File: src/rtl/vec_log_pkg.sv
// Shared record layout and defaults for the vector logger.
// Records are {err, i[3:0], s[1:0], y}.
package vec_log_pkg;

  localparam int REC_W     = 8;
  localparam int ERR_BIT   = 7;
  localparam int I_MSB     = 6;
  localparam int I_LSB     = 3;
  localparam int S_MSB     = 2;
  localparam int S_LSB     = 1;
  localparam int Y_BIT     = 0;
  localparam int CNT_W_DEF = 16;

  function automatic logic [REC_W-1:0] pack_rec(
    input logic       err,
    input logic [3:0] i,
    input logic [1:0] s,
    input logic       y
  );
    logic [REC_W-1:0] r;
    r                = '0;
    r[ERR_BIT]       = err;
    r[I_MSB:I_LSB]   = i;
    r[S_MSB:S_LSB]   = s;
    r[Y_BIT]         = y;
    return r;
  endfunction

endpackage

File: src/rtl/vec_log_fifo.sv
// First-word-fall-through FIFO with flush.
// Pointers carry one extra bit to tell full from empty.
module vec_log_fifo
  import vec_log_pkg::*;
#(
  parameter int DEPTH = 8,
  parameter int W     = REC_W
) (
  input  logic                   clk,
  input  logic                   rst_n,
  input  logic                   flush,
  input  logic                   push,
  input  logic                   pop,
  input  logic [W-1:0]           din,
  output logic [W-1:0]           dout,
  output logic                   full,
  output logic                   empty,
  output logic [$clog2(DEPTH):0] level
);

  localparam int AW = $clog2(DEPTH);

  logic [W-1:0] mem [DEPTH];
  logic [AW:0]  wptr_q, wptr_d;
  logic [AW:0]  rptr_q, rptr_d;
  logic         do_push, do_pop;

  assign empty = (wptr_q == rptr_q);
  assign full  = (wptr_q[AW] != rptr_q[AW]) &&
                 (wptr_q[AW-1:0] == rptr_q[AW-1:0]);
  assign level = wptr_q - rptr_q;

  assign do_pop  = pop && !empty;
  assign do_push = push && (!full || do_pop);

  // Empty FIFO shows zero rather than stale memory.
  assign dout = empty ? '0 : mem[rptr_q[AW-1:0]];

  always_comb begin
    wptr_d = wptr_q;
    rptr_d = rptr_q;
    if (flush) begin
      wptr_d = '0;
      rptr_d = '0;
    end else begin
      if (do_push) wptr_d = wptr_q + 1'b1;
      if (do_pop)  rptr_d = rptr_q + 1'b1;
    end
  end

  always_ff @(posedge clk or negedge rst_n) begin
    if (!rst_n) begin
      wptr_q <= '0;
      rptr_q <= '0;
    end else begin
      wptr_q <= wptr_d;
      rptr_q <= rptr_d;
    end
  end

  always_ff @(posedge clk) begin
    if (!flush && do_push) mem[wptr_q[AW-1:0]] <= din;
  end

endmodule

File: src/rtl/vec_logger.sv
// Captures applied mux vectors, compares y against expected,
// queues packed records and keeps saturating pass/fail counters.
module vec_logger
  import vec_log_pkg::*;
#(
  parameter int DEPTH = 8,
  parameter int CNT_W = CNT_W_DEF
) (
  input  logic                   clk,
  input  logic                   rst_n,
  input  logic                   clr,
  input  logic                   cap_valid,
  input  logic [3:0]             cap_i,
  input  logic [1:0]             cap_s,
  input  logic                   cap_y,
  input  logic                   cap_exp,
  output logic                   out_valid,
  output logic [REC_W-1:0]       out_data,
  input  logic                   out_ready,
  output logic [$clog2(DEPTH):0] level,
  output logic [CNT_W-1:0]       vec_count,
  output logic [CNT_W-1:0]       err_count,
  output logic                   ovf
);

  logic             err;
  logic             push, pop;
  logic             full, empty;
  logic             drop;
  logic [REC_W-1:0] rec;
  logic [CNT_W-1:0] vec_q, vec_d;
  logic [CNT_W-1:0] err_q, err_d;
  logic             ovf_q, ovf_d;

  assign err  = cap_y ^ cap_exp;
  assign rec  = pack_rec(err, cap_i, cap_s, cap_y);
  assign push = cap_valid && !clr;
  assign pop  = out_ready && !clr;
  assign drop = push && full && !(pop && !empty);

  vec_log_fifo #(
    .DEPTH (DEPTH),
    .W     (REC_W)
  ) u_fifo (
    .clk   (clk),
    .rst_n (rst_n),
    .flush (clr),
    .push  (push),
    .pop   (pop),
    .din   (rec),
    .dout  (out_data),
    .full  (full),
    .empty (empty),
    .level (level)
  );

  assign out_valid = !empty;

  always_comb begin
    vec_d = vec_q;
    err_d = err_q;
    ovf_d = ovf_q;
    if (clr) begin
      vec_d = '0;
      err_d = '0;
      ovf_d = 1'b0;
    end else begin
      if (push && vec_q != '1)        vec_d = vec_q + CNT_W'(1);
      if (push && err && err_q != '1) err_d = err_q + CNT_W'(1);
      if (drop)                       ovf_d = 1'b1;
    end
  end

  always_ff @(posedge clk or negedge rst_n) begin
    if (!rst_n) begin
      vec_q <= '0;
      err_q <= '0;
      ovf_q <= 1'b0;
    end else begin
      vec_q <= vec_d;
      err_q <= err_d;
      ovf_q <= ovf_d;
    end
  end

  assign vec_count = vec_q;
  assign err_count = err_q;
  assign ovf       = ovf_q;

endmodule

File: config.mk
export PLATFORM = sky130hd
export DESIGN_NAME = vec_logger
export DESIGN_NICKNAME = d
export VERILOG_FILES = /design/src/rtl/vec_log_pkg.sv /design/src/rtl/vec_log_fifo.sv /design/src/rtl/vec_logger.sv
export SDC_FILE = /design/constraint.sdc
export NUM_CORES = 1
export LEC_CHECK = 0
export CORE_MARGIN = 5
export CORE_UTILIZATION = 50
export DETAILED_ROUTE_END_ITERATION = 12
export GPL_TIMING_DRIVEN = 0
export PLACE_DENSITY = 0.76
export SLEW_MARGIN = 0
export SYNTH_ARGS = -nofsm -noshare
export SYNTH_HDL_FRONTEND = slang
export SYNTH_HIERARCHICAL = 1
export SYNTH_SLANG_ARGS = --single-unit
File: constraint.sdc
create_clock -name clk -period 2.7 [get_ports clk]
set_input_delay 0.54 -clock clk [delete_from_list [all_inputs] [get_ports clk]]
set_output_delay 0.54 -clock clk [all_outputs]
set_load 0.03 [all_outputs]
# Yosys cells after proc, flatten, opt, wreduce, memory -nomap -nowiden
# Memories as Yosys holds them, arrays and structs flattened.
# Cells that the tools add are included.
[totals] regBits=41 memories=1 ramBits=64 wordCells=51 out_inout_bits=46 input_bits=13
[mem_list] name="u_fifo.mem" depth=8 word_bits=8 read_ports=1 rd_ports_with_merged_regs=0 wr=1 line="vec_log_fifo.sv:23" rtl="logic [W-1:0] mem [DEPTH];"
[classes] n_eq_ne=5 n_bitwise=1 muxes=13 n_reduce_logical=21 add_sub_neg=5
[ops] op="$mux W16" count=4
[ops] op="$add A16 B1 Y16 const B" count=2
[ops] op="$ne A16 B16 Y1 const B" count=2
[ops] op="$mux W4" count=4
[ops] op="$logic_and A1 B1 Y1" count=11
[ops] op="$reduce_bool A2 Y1" count=5
[ops] op="$add A4 B1 Y4 const B" count=2
[ops] op="$mux W8" count=1
[ops] op="$eq A4 B4 Y1" count=1
[ops] op="$logic_not A1 Y1" count=4
[ops] op="$mux W1" count=4
[ops] op="$sub A4 B4 Y4" count=1
[ops] op="$eq A3 B3 Y1" count=1
[ops] op="$logic_or A1 B1 Y1" count=1
[ops] op="$ne A1 B1 Y1" count=1
[ops] op="$xor A1 B1 Y1" count=1

# Longest topological paths before layout
# Gate-level depths: netlist (run 1).
[depth] word_depth=8 mapped_depth=10 mapped_depth_nobuf=8

# Hierarchy
# The synthesis (run 1) kept the hierarchy.
[modules_own_cells] mod="vec_log_fifo" cells_per_inst=166 instances=1 seq_area_each_um2=2122.0 area_per_inst_um2=3011.6
[modules_own_cells] mod="vec_logger" cells_per_inst=198 instances=1 seq_area_each_um2=825.8 area_per_inst_um2=1834.3

# Worst setup path before layout (run 1)
# Ideal clock, no wire load.
[synth_path] path_kind="reg2out" from="reg u_fifo.rptr_q[1]" to="out out_data[6]" setup_slack_ns=-0.115 path_buffers=2 arrival_time_ns=2.275 path_stages_with_launch=9 required_ns=2.160 path_cell_list="dfrtp_1 clkbuf_1 buf_2 inv_1 ha_1 nand3_1 nor2_1 nor2_1 a22o_1"
[synth_via] elab_chain_cells=2 elab_cells_between_ends=3 classes_between="eq/ne (1); mux (1); memory (1)"
[synth_lines] item="start, declared" line="vec_log_fifo.sv:25" rtl="logic [AW:0] rptr_q, rptr_d;"
[synth_lines] item="start signal, assigned" line="vec_log_fifo.sv:57" rtl="rptr_q <= rptr_d;"
[synth_lines] item="$eq A4 B4 Y1" line="vec_log_fifo.sv:28" rtl="assign empty = (wptr_q == rptr_q);"
[synth_lines] item="net empty" line="vec_logger.sv:28" rtl="logic full, empty;"
[synth_lines] item="$mux W8" line="vec_log_fifo.sv:37" rtl="assign dout = empty ? '0 : mem[rptr_q[AW-1:0]];"
[synth_lines] item="end, declared" line="vec_logger.sv:18" rtl="output logic [REC_W-1:0] out_data,"
# The timed path passes the listed nets, and every way through them passes these cells.

# Final worst setup path (run 1)
[layout_path] from="reg u_fifo.rptr_q[1]" to="out out_data[4]"
# Same word-level chain as after synthesis.

==> flow_metrics.tcl, run 1 <==
set metrics [dict create \
    syn-num-nets 385 \
    h-tree-depth 3 \
    grt_max_degree 33 \
    hold_ws_ns 0.0328 \
    antenna_found_initial 0 \
    leakage_nw 2.11 \
    ys_seq_elements 105 \
    slew_headroom 0.502 \
    synth_seq_area_share 0.608 \
    gr-usage-met3 0.0382 \
    rows 36 \
    grt_pass1_wl_mm 17.8 \
    hpwl_mm 7.10 \
    vias_per_cell 5.94 \
    ir_drop_v 0.000420 \
    grt.busiest_layer "met2" \
    drtPass1Iterations 6 \
    root_buffer "clkbuf_8" \
    drive_gt1_frac 0.214 \
    setup.worst_path.start_class "flip-flop" \
    post-route-min-period_ns 2.62 \
    cp_data_arrival_time_ns 2.08 \
    tritoncts "done" \
    grt_pass1_vias 3534 \
    slew_violations 0 \
    hold_class "input port to asynchronous set/reset pin" \
    p_total_mw 3.18 \
    dpl.cell_count 555 \
    syn_area_per_cell_um2 13.3 \
    cp_data_required_time_ns 2.16 \
    die_y_um 108 \
    worst_pin_slew_ns 0.741 \
    ys_top_cells_by_count "edfxtp_1, dfrtp_1, nor2_1, a21oi_1" \
    use_met1 0.256 \
    ctsHoldBuffers 0 \
    initial_core_util 0.505 \
    synth.cell_area_mm2 0.00485 \
    synthArstFlopShare 0.390 \
    drc 0 \
    routed_wl_mm 10.8 \
    antenna_left 0 \
    utilization 0.632 \
    path_class "flip-flop to primary output" \
    core_mm2 0.00959 \
    syn-instance-count 364 \
    yosys.area.top_type "edfxtp_1" \
    port_buffers 57 \
    path_max_fanout 8 \
    clock_latency_ns 0.36 \
    yosysUniqueCellTypes 48 \
    power_density_mw_per_mm2 525 \
    ys_warn_count 6 \
    fin_crit_sh 0.969 \
    cts_buffers 9 \
    cts.sinks 105 \
    grt_overflow_total 0 \
    hold_violations 0 \
    use_met2 0.334 \
    finalNonFillerCells 582 \
    fmax_mhz 382 \
    critPathCaptureType "primary output" \
    synth_ff_type "edfxtp_1" \
    cts_buffer_depth 2 \
    rsz0062_at_grt "true" \
    wl_per_cell_um 18.6 \
    num_antenna_cells 0 \
    synth_top_area_frac 0.397 \
    status "finished clean" \
    nets 465 \
    setup_viol 0 \
    die_w_um 108 \
    drt_iter0_markers 172 \
    ios 59 \
    clkSlewWorstSetupHoldPaths_ns 0.10 \
    fin_worst_skew_ns 0.00801 \
    drv_cap 0 \
    gp_congestion 0.820 \
    vias 3458 \
    synth_area_leaders "edfxtp_1, dfrtp_1, mux4_2, or4_1, a21oi_1" \
    grt_use_total 0.196 \
    area_growth_pct 25.2 \
    synth_enable_flop_cells 64 \
    dieArea_mm2 0.0118 \
    post-synth-top-count-cell "edfxtp_1" \
]
-- where the power goes --
group / total [mW] / internal [mW] / switching [mW]
logic: 0.350 / 0.142 / 0.207
registers: 1.74 / 1.72 / 0.0160
clock network: 1.10 / 0.533 / 0.563
-- worst paths after layout --
path	start	endpoint	slack [ns]	cells past startpoint
worst min-delay path	rst_n	err_count[9]	0.03	1
worst max register to register	vec_count[0]	vec_count[1]	0.30	6
worst min register to register	ovf	ovf	0.51	2
max in group asynchronous	rst_n	u_fifo/wptr_q[0]	2.20	2
min in group clk	ovf	ovf	0.51	2
worst max-delay path	u_fifo/rptr_q[1]	out_data[4]	0.08	9
-- metrics by stage --
step	cell area (um^2)	setup TNS, ns	worst slack (ns)
after floorplan	4860	0	0.0919
after global placement	5600	-53.67	-1.21
after detailed placement	5610	-58.09	-1.24
after CTS	6000	0	0.000102
after global routing	6070	-0.0284	-0.0219
final	6070	0	0.0826
-- cell type report --
cell class | instances | area, um^2
plain buffers | 12 | 82.6
clock buffers | 9 | 124
clock inverters | 7 | 101
fillers | 731 | 3530
inverters | 16 | 60.1
multi-input cells | 230 | 1910
flip-flops and latches | 105 | 2950
well taps | 133 | 166
repair buffers | 70 | 676
-- sequential cells by signal, indices dropped and copies added (netlist names) --
register and cells:
vec_count 16, u_fifo/mem 64, u_fifo/rptr_q 4, err_count 16, u_fifo/wptr_q 4, ovf 1
-- what timing repair did --
action | 4_1_cts | 5_1_grt
endpoints found under the setup margin | 76 | 12
resized for setup | 81 | 22
setup buffers | 9 | 3
pin swaps | 4 | 6
-- layout by cell type, fill, tap and decap left out, drive strengths merged, types with 3 or more instances in the layout --
cell,n
a21oi,22
a22o,8
buf,25
nor3,7
mux4,16
ha,7
nor4b,3
clkdlybuf4s50,44
o31ai,11
or4,16
edfxtp,64
mux2i,4
nor2b,5
nand3,12
dfrtp,41
nand2,15
inv,18
o311ai,3
clkbuf,20
xnor2,5
nand4,12
o21ai,14
or3,9
nor2,27
xor2,5
nor4,4
o41ai,5
-- worst max-delay path, cell delays in order (launching register included) --
cell and delay [ns]:
dfrtp_1 0.41, clkbuf_8 0.15, buf_12 0.12, inv_2 0.06, ha_4 0.21, nand3_4 0.07, nor2_4 0.06, nor2_4 0.25
a22o_2 0.21, clkbuf_4 0.18
-- routing by layer --
metal	vias to the layer above	routed length [um]
li1	1589	-
met1	1742	4600
met2	109	5510
met3	18	534
met4	0	200
met5	-	0
-- kinds of logic (layout without fill, tap and decap cells) --
| family | Yosys count | after routing | synth area share |
|---|---|---|---|
| simple gates | 118 | 118 | 0.137 |
| compound gates | 72 | 72 | 0.100 |
| flops | 105 | 105 | 0.608 |
| mux | 22 | 22 | 0.0873 |
| xor+xnor | 10 | 10 | 0.0196 |
| fa+ha+maj | 8 | 8 | 0.0222 |
| buf+inv | 29 | 114 | 0.0256 |
(Power assumes the default switching activity.)
==> inputs of run 2 (changes only) <==
- clock period: 2.7 -> 2.4 ns (I/O delays scaled with it)
==> run 2 against run 1 <==
Effect of this change:
- the flow now finishes with violations (negative setup slack)
- flip-flop and latch count stayed put
- non-clock buffer count is 7 higher
- critical path depth stayed put
- sequential share of layout area is 1.0 points lower
- critical endpoint is now out_data[0]
- highest routed layer unchanged
==> flow_metrics.tcl, run 2 (synthesized netlist as in run 1, its figures left out) <==
set metrics [dict create \
    status "complete, but fails checks" \
    failed_checks "negative setup slack" \
    critPathCaptureType "primary output" \
    clkSlewWorstSetupHoldPaths_ns 0.11 \
    die_w_um 108 \
    post-route-min-period_ns 2.53 \
    leakage_nw 2.18 \
    hold_class "input port to flip-flop" \
    path_class "flip-flop to primary output" \
    clock_latency_ns 0.36 \
    die_y_um 108 \
    setup.worst_path.start_class "flip-flop" \
    core_mm2 0.00959 \
    fmax_mhz 395 \
    hpwl_mm 7.11 \
    routed_wl_mm 10.9 \
    h-tree-depth 3 \
    regToRegSetupSlack_ns 0.01 \
    hold_violations 0 \
    dieArea_mm2 0.0118 \
    tritoncts "done" \
    fin_crit_sh 1.05 \
    cts_buffer_depth 2 \
    area_growth_pct 27.8 \
    power_density_mw_per_mm2 566 \
    ir_drop_v 0.000351 \
    drt_iter0_markers 134 \
    rsz0062_at_grt "true" \
    grt_use_total 0.194 \
    root_buffer "clkbuf_8" \
    initial_core_util 0.505 \
    antenna_left 0 \
    drive_gt1_frac 0.230 \
    drc 0 \
    mostFrequentLayoutCells "edfxtp_1, clkdlybuf4s50_1, dfrtp_1, a21oi_1, nor2_1" \
    fin_worst_skew_ns 0.0135 \
    vias_per_cell 5.86 \
    slew_headroom 0.507 \
    grt_pass1_wl_mm 17.6 \
    grt_pass1_vias 3470 \
    cp_data_required_time_ns 1.92 \
    setup_viol 9 \
    wl_per_cell_um 18.5 \
    dpl.cell_count 555 \
    cp_data_arrival_time_ns 2.05 \
    gp_congestion 0.812 \
    grt_max_degree 35 \
    rows 36 \
    final_common_cell "edfxtp_1" \
    vias 3451 \
    fin_ws_ns -0.132 \
    ios 59 \
    fill_cells 729 \
    port_buffers 57 \
    utilization 0.646 \
    finalNonFillerCells 589 \
    worst_pin_slew_ns 0.733 \
    drtPass1Iterations 4 \
    num_antenna_cells 0 \
    drv_cap 0 \
    cts_buffers 9 \
    nets 472 \
    dp_worst_setup_slack_ns -1.09 \
    p_total_mw 3.51 \
    grt_overflow_total 0 \
    largest_reg_flops 64 \
    cts.sinks 105 \
    antenna_found_initial 0 \
    slew_violations 0 \
    path_max_fanout 8 \
]
## run 2: cell count changes in the layout (fill, tap and decap cells not counted), moves of 2 or more
cell,delta
clkdlybuf4s50_1,-3
nor2_4,+3
nor2_2,-3
buf_4,+2
clkinv_4,+3
buf_6,+4
buf_12,+3
## run 2: where the power goes
group          internal, mW  total [mW]  switching (mW)
clock                 0.494        1.12           0.625
combinational         0.187       0.434           0.247
sequential             1.94        1.95          0.0161
## run 2: final cells by class
type	instances	area, um^2	share of cell area
flip-flops and latches	105	2950	0.476
multi-input cells	230	1940	0.313
repair buffers	76	754	0.122
well taps	133	166	0.0269
clock buffers	9	124	0.0200
plain buffers	13	115	0.0186
clock inverters	7	80.1	0.0129
inverters	16	65.1	0.0105
## run 2: worst max-delay path, stage by stage, from the launching register on
cell and delay [ns]:
dfrtp_1 0.39, clkbuf_8 0.15, buf_12 0.10, inv_6 0.03, ha_4 0.26, nand3_4 0.07
nor2_4 0.18, nor2_4 0.10, a22o_2 0.27, buf_6 0.14
## run 2: routing by layer
metal  up-vias  track usage  part of all wire  wire length [um]
met5         -            0                 0                 0
met4         0       0.0559             0.010               114
met3        12       0.0358             0.052               571
met2        86        0.333              0.52              5620
met1      1742        0.253              0.42              4600
li1       1611            -                 -                 -
## run 2: final timing paths
kind                                   from                to  cells after the start
setup / recovery           u_fifo/rptr_q[1]       out_data[0]                      9
hold / removal                    cap_valid      err_count[1]                      3
setup reg to reg           u_fifo/rptr_q[1]  u_fifo/mem[4][4]                     12
hold reg to reg                         ovf               ovf                      2
max in group asynchronous             rst_n  u_fifo/wptr_q[0]                      3
min in group asynchronous             rst_n     err_count[11]                      2
## run 2: repair_timing
| item | CTS | global route |
|---|---|---|
| pin swaps | 8 | 3 |
| endpoints found under the hold margin | 7 | 0 |
| hold buffers | 1 | 0 |
| endpoints found under the setup margin | 81 | 48 |
| buffers inserted | 13 | 4 |
| resized for setup | 113 | 12 |
## run 2: stage by stage
step | setup TNS, ns | hold WS, ns | instance area [um^2]
floorplan | -0.385 | 0.184 | 4880
global placement | -80.75 | 0.482 | 5620
detailed placement | -78.15 | 0.350 | 5640
CTS | -1.10 | 0.441 | 6120
global route | -2.89 | 0.494 | 6190
finish | -0.980 | 0.463 | 6190
